## config.mk

```make
export PLATFORM = sky130hd
export DESIGN_NAME = cdb_arbiter
export DESIGN_NICKNAME = d
export VERILOG_FILES = /design/src/rtl/cdb_arbiter_pkg.sv /design/src/rtl/rr_pick2.sv /design/src/rtl/cdb_arbiter.sv
export SDC_FILE = /design/constraint.sdc
export NUM_CORES = 1
export LEC_CHECK = 0
export ABC_CLOCK_PERIOD_IN_PS = 4350
export BUFFER_PORTS_ARGS = -buffer_cell sky130_fd_sc_hd__buf_2
export CAP_MARGIN = 10
export CORE_ASPECT_RATIO = 1.75
export CORE_UTILIZATION = 40
export DETAILED_ROUTE_END_ITERATION = 16
export HOLD_SLACK_MARGIN = 0.12
export PLACE_DENSITY = 0.63
export SETUP_SLACK_MARGIN = 0.15
export SLEW_MARGIN = 20
export SYNTH_ARGS = -nofsm -noshare
export SYNTH_HDL_FRONTEND = slang
export SYNTH_SLANG_ARGS = --single-unit
```

## constraint.sdc

```tcl
create_clock -name clk_in -period 4.35 [get_ports clk_in]
set_clock_uncertainty 0.05 [all_clocks]
set_input_delay 0.87 -clock clk_in [delete_from_list [all_inputs] [get_ports clk_in]]
set_output_delay 0.87 -clock clk_in [all_outputs]
set_load 0.02 [all_outputs]
```

## src/rtl/cdb_arbiter_pkg.sv

```systemverilog
// Shared CPU constants for the common data bus arbiter.
// Holds the default ROB tag width, producer count and round-robin helper.
package cdb_arbiter_pkg;

    localparam int unsigned ROB_WIDTH_DEF = 4;
    localparam int unsigned NUM_PROD      = 4;
    localparam int unsigned DATA_WIDTH    = 32;

    // Round-robin index advance; the 2-bit width wraps modulo the producer count.
    function automatic logic [1:0] rr_next(input logic [1:0] idx);
        return idx + 2'd1;
    endfunction

endpackage

```

## src/rtl/rr_pick2.sv

```systemverilog
// Combinational two-way round-robin picker over four pending slots.
// Returns one-hot grants for bus 0 and bus 1 plus the index of the last grant.
module rr_pick2
    import cdb_arbiter_pkg::*;
(
    input  logic [3:0] pend,
    input  logic [1:0] rr,
    output logic [3:0] grant0,
    output logic [3:0] grant1,
    output logic [1:0] last_idx,
    output logic       any_grant
);

    logic [1:0] idx;

    always_comb begin
        grant0    = '0;
        grant1    = '0;
        last_idx  = rr;
        any_grant = 1'b0;
        idx       = rr;
        for (int k = 0; k < 4; k++) begin
            if (pend[idx]) begin
                if (!any_grant) begin
                    grant0[idx] = 1'b1;
                    any_grant   = 1'b1;
                    last_idx    = idx;
                end else if (grant1 == 4'b0000) begin
                    grant1[idx] = 1'b1;
                    last_idx    = idx;
                end
            end
            idx = rr_next(idx);
        end
    end

endmodule

```

## src/rtl/cdb_arbiter.sv

```systemverilog
// Common data bus arbiter: buffers one result per producer and broadcasts up
// to two per cycle on cdb0/cdb1 in round-robin order.
module cdb_arbiter
    import cdb_arbiter_pkg::*;
#(
    parameter int unsigned ROB_WIDTH = ROB_WIDTH_DEF,
    parameter int unsigned NUM_REQ   = NUM_PROD
) (
    input  logic                            clk_in,
    input  logic                            rst_in,
    input  logic                            rdy_in,
    input  logic                            clear_signal,
    input  logic [NUM_REQ-1:0]              req_valid,
    input  logic [NUM_REQ*DATA_WIDTH-1:0]   req_value,
    input  logic [NUM_REQ*ROB_WIDTH-1:0]    req_tag,
    output logic [NUM_REQ-1:0]              req_ready,
    output logic                            cdb0_done,
    output logic [DATA_WIDTH-1:0]           cdb0_value,
    output logic [ROB_WIDTH-1:0]            cdb0_tag,
    output logic                            cdb1_done,
    output logic [DATA_WIDTH-1:0]           cdb1_value,
    output logic [ROB_WIDTH-1:0]            cdb1_tag
);

    logic [NUM_REQ-1:0]    pend_q, pend_d;
    logic [DATA_WIDTH-1:0] val_q [NUM_REQ];
    logic [DATA_WIDTH-1:0] val_d [NUM_REQ];
    logic [ROB_WIDTH-1:0]  tag_q [NUM_REQ];
    logic [ROB_WIDTH-1:0]  tag_d [NUM_REQ];
    logic [1:0]            rr_q, rr_d;

    logic                  cdb0_done_d, cdb1_done_d;
    logic [DATA_WIDTH-1:0] cdb0_value_d, cdb1_value_d;
    logic [ROB_WIDTH-1:0]  cdb0_tag_d, cdb1_tag_d;

    logic [3:0]            grant0, grant1;
    logic [NUM_REQ-1:0]    grant, accept;
    logic [1:0]            last_idx;
    logic                  any_grant;

    rr_pick2 u_pick (
        .pend      (pend_q),
        .rr        (rr_q),
        .grant0    (grant0),
        .grant1    (grant1),
        .last_idx  (last_idx),
        .any_grant (any_grant)
    );

    assign grant     = grant0 | grant1;
    // A granted slot drains this edge, so it can take a new result at the same time.
    assign req_ready = {NUM_REQ{~rst_in & rdy_in & ~clear_signal}} & (~pend_q | grant);
    assign accept    = req_valid & req_ready;

    always_comb begin
        pend_d       = pend_q;
        val_d        = val_q;
        tag_d        = tag_q;
        rr_d         = rr_q;
        cdb0_done_d  = 1'b0;
        cdb1_done_d  = 1'b0;
        cdb0_value_d = '0;
        cdb1_value_d = '0;
        cdb0_tag_d   = '0;
        cdb1_tag_d   = '0;

        // One-hot AND-OR muxes from the pending slots onto each bus.
        for (int i = 0; i < NUM_REQ; i++) begin
            if (grant0[i]) begin
                cdb0_value_d = cdb0_value_d | val_q[i];
                cdb0_tag_d   = cdb0_tag_d | tag_q[i];
            end
            if (grant1[i]) begin
                cdb1_value_d = cdb1_value_d | val_q[i];
                cdb1_tag_d   = cdb1_tag_d | tag_q[i];
            end
        end

        if (clear_signal) begin
            pend_d = '0;
            rr_d   = 2'd0;
        end else begin
            cdb0_done_d = |grant0;
            cdb1_done_d = |grant1;
            for (int i = 0; i < NUM_REQ; i++) begin
                if (accept[i]) begin
                    pend_d[i] = 1'b1;
                    val_d[i]  = req_value[i*DATA_WIDTH +: DATA_WIDTH];
                    tag_d[i]  = req_tag[i*ROB_WIDTH +: ROB_WIDTH];
                end else if (grant[i]) begin
                    pend_d[i] = 1'b0;
                end
            end
            if (any_grant) begin
                rr_d = rr_next(last_idx);
            end
        end
    end

    always_ff @(posedge clk_in) begin
        if (rst_in) begin
            pend_q     <= '0;
            rr_q       <= 2'd0;
            cdb0_done  <= 1'b0;
            cdb1_done  <= 1'b0;
            cdb0_value <= '0;
            cdb1_value <= '0;
            cdb0_tag   <= '0;
            cdb1_tag   <= '0;
            for (int i = 0; i < NUM_REQ; i++) begin
                val_q[i] <= '0;
                tag_q[i] <= '0;
            end
        end else if (rdy_in) begin
            pend_q     <= pend_d;
            rr_q       <= rr_d;
            cdb0_done  <= cdb0_done_d;
            cdb1_done  <= cdb1_done_d;
            // On flush the bus data is left as-is; only the done bits matter.
            if (!clear_signal) begin
                cdb0_value <= cdb0_value_d;
                cdb1_value <= cdb1_value_d;
                cdb0_tag   <= cdb0_tag_d;
                cdb1_tag   <= cdb1_tag_d;
            end
            for (int i = 0; i < NUM_REQ; i++) begin
                val_q[i] <= val_d[i];
                tag_q[i] <= tag_d[i];
            end
        end
    end

endmodule
```

==> results of run 1 <==
[metal layers]
metal / vias to the layer above / GRT usage (%) / part of all wire [%]
li1: 4696 / - / -
met5: - / 0 / 0
met4: 0 / 14.3 / 5.1
met3: 103 / 4.17 / 5.9
met2: 477 / 49.8 / 51
met1: 5022 / 31.5 / 38
[report_power, final]
part	internal, mW	switching [mW]	leakage, nW
sequential	2.13	0.0644	1.83
combinational	0.236	0.379	2.87
clock	1.20	0.864	0.389
total	3.56	1.31	5.09
[cell usage after synthesis, drive strengths merged (4+ instances only)]
cell type | number | share of area (%)
nor2 | 86 | 3.0
nand4 | 4 | 0.23
nand2 | 8 | 0.28
a211oi | 39 | 2.7
clkbuf | 72 | 2.5
inv | 9 | 0.31
o2111ai | 5 | 0.47
o21ai | 76 | 3.5
o311ai | 5 | 0.73
a221oi | 38 | 3.1
a22oi | 112 | 7.8
mux4 | 4 | 0.84
mux2i | 5 | 0.47
buf | 46 | 2.5
and3 | 4 | 0.23
o211ai | 7 | 0.54
a21oi | 84 | 3.9
ha | 4 | 0.47
mux2 | 74 | 9.8
a311oi | 37 | 3.1
nand3 | 81 | 3.8
dfxtp | 224 | 42
nor2b | 74 | 4.3
nor3 | 7 | 0.33
or3 | 4 | 0.23
[repair_timing]
item | in CTS | in global routing
gates cloned | 1 | 0
pin swaps | 1 | 3
gates resized for setup | 4 | 12
setup buffers | 1 | 1
setup endpoints to repair | 4 | 4
[registers in the layout, summed over array words and instances, names as in the netlist]
register / flops
val_q: 128
cdb0_value: 32
cdb1_value: 32
tag_q: 16
cdb0_tag: 4
cdb1_tag: 4
pend_q: 4
rr_q: 2
cdb0_done: 1
cdb1_done: 1
[cell type report]
type                       instances  area share (%)
tap                              324            3.10
inverter                          10           0.287
sequential                       224            34.3
clock inverter                    10           0.898
clock buffer                      30            5.05
timing repair buffer             271            11.8
multi-input combinational        793            44.6
[cells by family (layout without fill, tap and decap cells)]
logic type	count (synthesis)	in the layout
multiplexers	83	84
flip-flops	224	224
buffers and inverters	128	321
adder cells (fa/ha/maj)	4	4
AND/OR/NAND/NOR	280	280
AO/OA/AOI/OAI	425	425
[critical path, stage by stage (launching register included)]
cell and delay (ns):
sky130_fd_sc_hd__dfxtp_4 0.39, sky130_fd_sc_hd__inv_1 0.11, sky130_fd_sc_hd__ha_4 0.32, sky130_fd_sc_hd__mux4_2 0.37, sky130_fd_sc_hd__nand4_1 0.12, sky130_fd_sc_hd__nand4_1 0.25, sky130_fd_sc_hd__or2_4 0.35, sky130_fd_sc_hd__o32ai_4 0.32
sky130_fd_sc_hd__nor3_1 0.09, sky130_fd_sc_hd__nor2_1 0.14, sky130_fd_sc_hd__buf_2 0.19
[metrics by stage]
| step | utilization [%] | instance area (um2) | std cells | total power, mW |
|---|---|---|---|---|
| finish | 49.4 | 13100 | 1662 | 4.87 |
| global route | 49.4 | 13100 | 1662 | 5.02 |
| CTS | 49.2 | 13000 | 1661 | 4.89 |
| detailed placement | 46.1 | 12200 | 1619 | 2.84 |
| global placement | 46.1 | 12200 | 1619 | 2.84 |
| floorplan | - | 10700 | 1144 | 2.58 |
[how the worst min path moves through the flow]
stage	startpoint	to	slack, ns	cells past startpoint
floorplan	tag_q[12]	tag_q[12]	0.42	2
global placement	val_q[60]	val_q[60]	0.43	2
detailed placement	val_q[125]	val_q[125]	0.43	2
CTS	val_q[125]	val_q[125]	0.44	2
global route	val_q[100]	val_q[100]	0.46	2
finish	val_q[60]	val_q[60]	0.44	2
==> results.txt, run 1 <==
----------------------------------------------------
[Clocking]
  Clock buffer count from CTS ... 23
  CTS root buffer ... sky130_fd_sc_hd__clkbuf_16
  Total number of clock tree sinks ... 224
  TritonCTS clock tree ... built
  H-tree levels ... 1
  Maximum clock insertion buffer count ... 3
  Latest clock arrival within the worst-skew pair ... 0.54 ns
  Clock transition at path regs ... 0.06 ns
  Hold_buf cts ... 0

[Synth]
  Synthesized Nets ... 1300
  Area share of and/or/nand/nor cells after synthesis ... 13.3%
  Synthesis Warnings ... 0
  Number of synthesized register bits ... 224
  Share of flip-flops with an asynchronous set or reset ... 0%
  Most instantiated flip-flop cell in the synthesis netlist ... sky130_fd_sc_hd__dfxtp_1
  Post-synthesis xor/xnor area fraction ... 0%
  Sequential element share of the synthesized area ... 41.7%
  Post-synthesis cell type count ... 60
  Post-synthesis instance total ... 1144
  Number of enable flip-flop cells after synthesis ... 0
  Combinational family with the most area after synthesis ... compound AO/OA/AOI/OAI gates
  Post-Synth Adder-Cell Area ... 0.466%
  Mapped cell area ... 10700 um2
  Compound-cell area share of the yosys netlist ... 28.1%
  Mean cell area of the mapped netlist ... 9.39 um2
  Multiplexer fraction of the synthesized cell area ... 11.1%

[Placed design]
  Dpl hpwl ... 25400 um
  Worst-case setup slack after placement ... 0.455 ns
  GP Congestion ... 0.979
  I/O Buffers ... 229

[Die]
  Starting density of the core ... 40.5%
  Full die area ... 27500 um2
  Count of boundary I/O pins ... 230
  Vertical extent of the die ... 219 um
  FP Rows ... 79
  Placeable core region ... 26500 um2
  Die Width ... 126 um

[Finish]
  Total number of nets in the final design ... 1479
  Filler instances ... 2538
  Share of layout cells above drive strength 1 ... 31.5%
  Multi-input gate area ... 5840 um2
  Area used by sequential logic in the layout ... 4490 um2
  Synthesis-to-finish area growth ... 21.9%
  Diodes inserted ... 0
  Most common library cell in the layout ignoring fill and taps ... sky130_fd_sc_hd__buf_2
  Commonest non-fill, non-tap cells in the layout ... 228 x sky130_fd_sc_hd__buf_2, 222 x sky130_fd_sc_hd__dfxtp_1, 112 x sky130_fd_sc_hd__a22oi_1

[Drt]
  Number of nets with antenna violations after routing ... 0
  Routed via count ... 10.3k
  Number of design rule violations left after detail routing ... 0
  Post-detailed-route via-to-cell ratio ... 6.20
  Detailed-route wire length ... 38600 um
  1st-pass router iterations ... 5
  Initial DRC count ... 777
  Routed WL per cell ... 23.2 um

[Global route]
  Largest net degree at the start of global routing ... 85
  Via count of the first global-routing pass ... 10.1k
  Number of antenna violations at the first check in global routing ... 0
  Tot GR Track Use ... 27.6%
  Global-route congestion overflow total ... 0
  Wire length of the first global-routing pass ... 59000 um

[Setup path]
  Biggest fanout along the worst timing path ... 7
  Critical path arrival ... 3.19 ns
  Register-to-Register Path Depth ... 8
  Crit path launch ... rr_q[0]
  Startpoint class of the critical path ... register
  WP data required ... 3.43 ns
  Category of the worst setup path capture point ... output port
  Crit Path Class ... reg2out
  Worst reg-to-reg setup slack ... 0.74 ns
  Worst setup path endpoint ... req_ready[3]
  Destination of the worst register-to-register timing path ... cdb1_tag[1]
  Critical register-to-register path startpoint ... rr_q[0]

[STA]
  Fin Setup TNS ... 0 ns
  Final-layout worst hold slack ... 0.443 ns
  Pin slew with the least headroom to its limit ... 1.09 ns
  Worst rel slew slack ... 27.4%
  Share of the clock period used by the worst path ... 94.4%
  Achievable Freq ... 0.244 GHz
  Final worst-path setup slack ... 0.244 ns
  Pins over their slew limit ... 0
  Unrepaired setup endpoints after global routing ... false
  Final setup violating endpoints ... 0
  Total count of hold-check failures in the final report ... 0
  Final period demand of the worst path ... 4.11 ns

[Min path]
  Min-delay worst type ... reg2reg

[Power and ir drop]
  IR Drop Worst-Case VDD ... 301 uV
  Leakage power ... 5.09 nW
  Power density of the placed cells ... 372 nW/um2

[Run status]
  Outcome ... finished, final reports clean

[Job]
  Max capacitance violation total ... 0

----------------------------------------------------
Power figures use the tool's default switching activity.
==> inputs of run 2 (changes only) <==
--- a/config.mk
+++ b/config.mk
@@ -6,13 +6,13 @@
 export NUM_CORES = 1
 export LEC_CHECK = 0
 export ABC_CLOCK_PERIOD_IN_PS = 4350
-export BUFFER_PORTS_ARGS = -buffer_cell sky130_fd_sc_hd__buf_2
 export CAP_MARGIN = 10
 export CORE_ASPECT_RATIO = 1.75
 export CORE_UTILIZATION = 40
 export DETAILED_ROUTE_END_ITERATION = 16
+export DONT_BUFFER_PORTS = 1
 export HOLD_SLACK_MARGIN = 0.12
-export PLACE_DENSITY = 0.63
+export PLACE_DENSITY = 0.55
 export SETUP_SLACK_MARGIN = 0.15
 export SLEW_MARGIN = 20
 export SYNTH_ARGS = -nofsm -noshare
==> results.txt, run 2 (same netlist as run 1, synthesis figures left out) <==
----------------------------------------------------
[Placed design]
  I/O Buffers ... 0
  Worst-case setup slack after placement ... 0.587 ns
  Dpl hpwl ... 24400 um
  GP Congestion ... 0.918
  Total cell area at the placement stage ... 11000 um2
  Placed cell count ... 1384

[Clocking]
  Latest clock arrival within the worst-skew pair ... 0.54 ns
  Maximum clock insertion buffer count ... 3
  CTS root buffer ... sky130_fd_sc_hd__clkbuf_16
  TritonCTS clock tree ... built
  Total number of clock tree sinks ... 224
  Hold_buf cts ... 0
  Clock transition at path regs ... 0.06 ns
  Clock buffer count from CTS ... 23
  H-tree levels ... 1

[Power and ir drop]
  Leakage power ... 4.03 nW
  Total chip power ... 4.61 mW
  Power density of the placed cells ... 388 nW/um2
  IR Drop Worst-Case VDD ... 301 uV

[Global route]
  Wire length of the first global-routing pass ... 56800 um
  Number of antenna violations at the first check in global routing ... 2
  Largest net degree at the start of global routing ... 227
  Via count of the first global-routing pass ... 9160
  Tot GR Track Use ... 26.9%
  Global-route congestion overflow total ... 0

[Finish]
  Commonest non-fill, non-tap cells in the layout ... 224 x sky130_fd_sc_hd__dfxtp_1, 112 x sky130_fd_sc_hd__a22oi_1, 83 x sky130_fd_sc_hd__nor2_1
  Cell area after layout ... 11900 um2
  Synthesis-to-finish area growth ... 10.6%
  Share of layout cells above drive strength 1 ... 16.5%
  Register with the most flip-flops ... val_q
  Total number of nets in the final design ... 1244
  Top Registers ... val_q (128), cdb0_value (32), cdb1_value (32)
  Post-layout util ... 44.9%
  Number of flip-flops under the largest register name ... 128
  Most common library cell in the layout ignoring fill and taps ... sky130_fd_sc_hd__dfxtp_1
  Filler instances ... 2643
  Final cell count without fillers ... 1427

[Die]
  Placeable core region ... 26500 um2
  Vertical extent of the die ... 219 um
  Full die area ... 27500 um2
  Count of boundary I/O pins ... 230
  FP Rows ... 79
  Starting density of the core ... 40.5%
  Die Width ... 126 um

[STA]
  Share of the clock period used by the worst path ... 93.5%
  Pins over their slew limit ... 0
  Unrepaired setup endpoints after global routing ... true
  Final-layout worst hold slack ... 0.337 ns
  Final setup violating endpoints ... 0
  Pin slew with the least headroom to its limit ... 0.882 ns
  Fin Setup TNS ... 0 ns
  Worst rel slew slack ... 41.2%
  Achievable Freq ... 0.246 GHz
  Final worst-path setup slack ... 0.284 ns
  Final period demand of the worst path ... 4.07 ns
  Total count of hold-check failures in the final report ... 0

[Drt]
  Number of design rule violations left after detail routing ... 0
  Detailed-route wire length ... 37700 um
  Initial DRC count ... 724
  Post-detailed-route via-to-cell ratio ... 6.46
  Number of nets with antenna violations after routing ... 0
  Routed via count ... 9213
  Routed WL per cell ... 26.4 um
  1st-pass router iterations ... 5

[Setup path]
  Biggest fanout along the worst timing path ... 17
  WP data required ... 3.43 ns
  Highest cell delay on the worst timing path ... 0.65 ns
  Startpoint class of the critical path ... register
  Critical path arrival ... 3.15 ns
  Crit Path Class ... reg2out
  Delay-heaviest family, CP ... compound AO/OA/AOI/OAI gates
  Buf+Inv Stages, Crit Path ... 2
  Sequence of cells on the critical path ... buf_6 > mux4_2 > and3_1 > a31oi_4 > o2111ai_2 > o32ai_4 > nor3_1 > nor2_1 > buf_4
  Critical-path cell with the highest stage delay ... sky130_fd_sc_hd__mux4_2
  Category of the worst setup path capture point ... output port

[Min path]
  Min-delay worst type ... in2reg

[Run status]
  Outcome ... finished, final reports clean

[Job]
  Max capacitance violation total ... 0

----------------------------------------------------
run 2: cell types whose count changed in the layout (fill, tap and decap cells not counted), sizes merged:
cell      previous run  this run
clkinvlp             1         0
bufinv               2         1
clkbuf              30        34
diode                0         1
clkinv               7         4
buf                271        36
run 2: final timing paths:
path                  start            to  slack (ns)  cells after the start
setup / recovery    rr_q[0]  req_ready[1]        0.28                      9
hold / removal       rst_in    val_q[102]        0.34                      1
setup reg to reg    rr_q[0]     val_q[69]        0.81                     11
hold reg to reg   val_q[48]     val_q[48]        0.44                      2
run 2: timing repair:
action	CTS	global route
pin swaps	0	2
setup endpoints to repair	3	4
setup buffers	0	2
gates cloned	0	1
resized for setup	4	12
run 2: layout make-up:
cell class / instances / area (um2) / area share (%)
multi-input combinational: 793 / 5860 / 49.3
sequential: 224 / 4480 / 37.7
clock buffer: 34 / 657 / 5.53
tap: 324 / 405 / 3.41
timing repair buffer: 36 / 374 / 3.15
clock inverter: 5 / 65.1 / 0.548
inverter: 10 / 37.5 / 0.316
antenna: 1 / 2.50 / 0.0211
run 2: report_power, final:
part	internal, mW	switching (mW)	leakage [nW]
combinational	0.158	0.243	1.85
sequential	2.13	0.118	1.82
clock	1.11	0.851	0.356
total	3.40	1.21	4.03
run 2: metal layers:
metal / wire [um] / GRT usage [%] / vias up
met4: 1560 / 11.9 / 2
li1: - / - / 4225
met2: 19600 / 49.0 / 356
met5: 16 / 0 / -
met3: 2550 / 5.66 / 90
met1: 13900 / 29.9 / 4540
run 2: worst register-to-register path, stage by stage, from the launching register on:
cell and delay (ns):
sky130_fd_sc_hd__dfxtp_1 0.37, sky130_fd_sc_hd__inv_1 0.10, sky130_fd_sc_hd__ha_2 0.39, sky130_fd_sc_hd__inv_1 0.10, sky130_fd_sc_hd__mux4_2 0.40, sky130_fd_sc_hd__a211o_1 0.36
sky130_fd_sc_hd__a21oi_4 0.25, sky130_fd_sc_hd__o32ai_4 0.13, sky130_fd_sc_hd__buf_4 0.25, sky130_fd_sc_hd__o311ai_4 0.30, sky130_fd_sc_hd__buf_4 0.36, sky130_fd_sc_hd__mux2_2 0.38
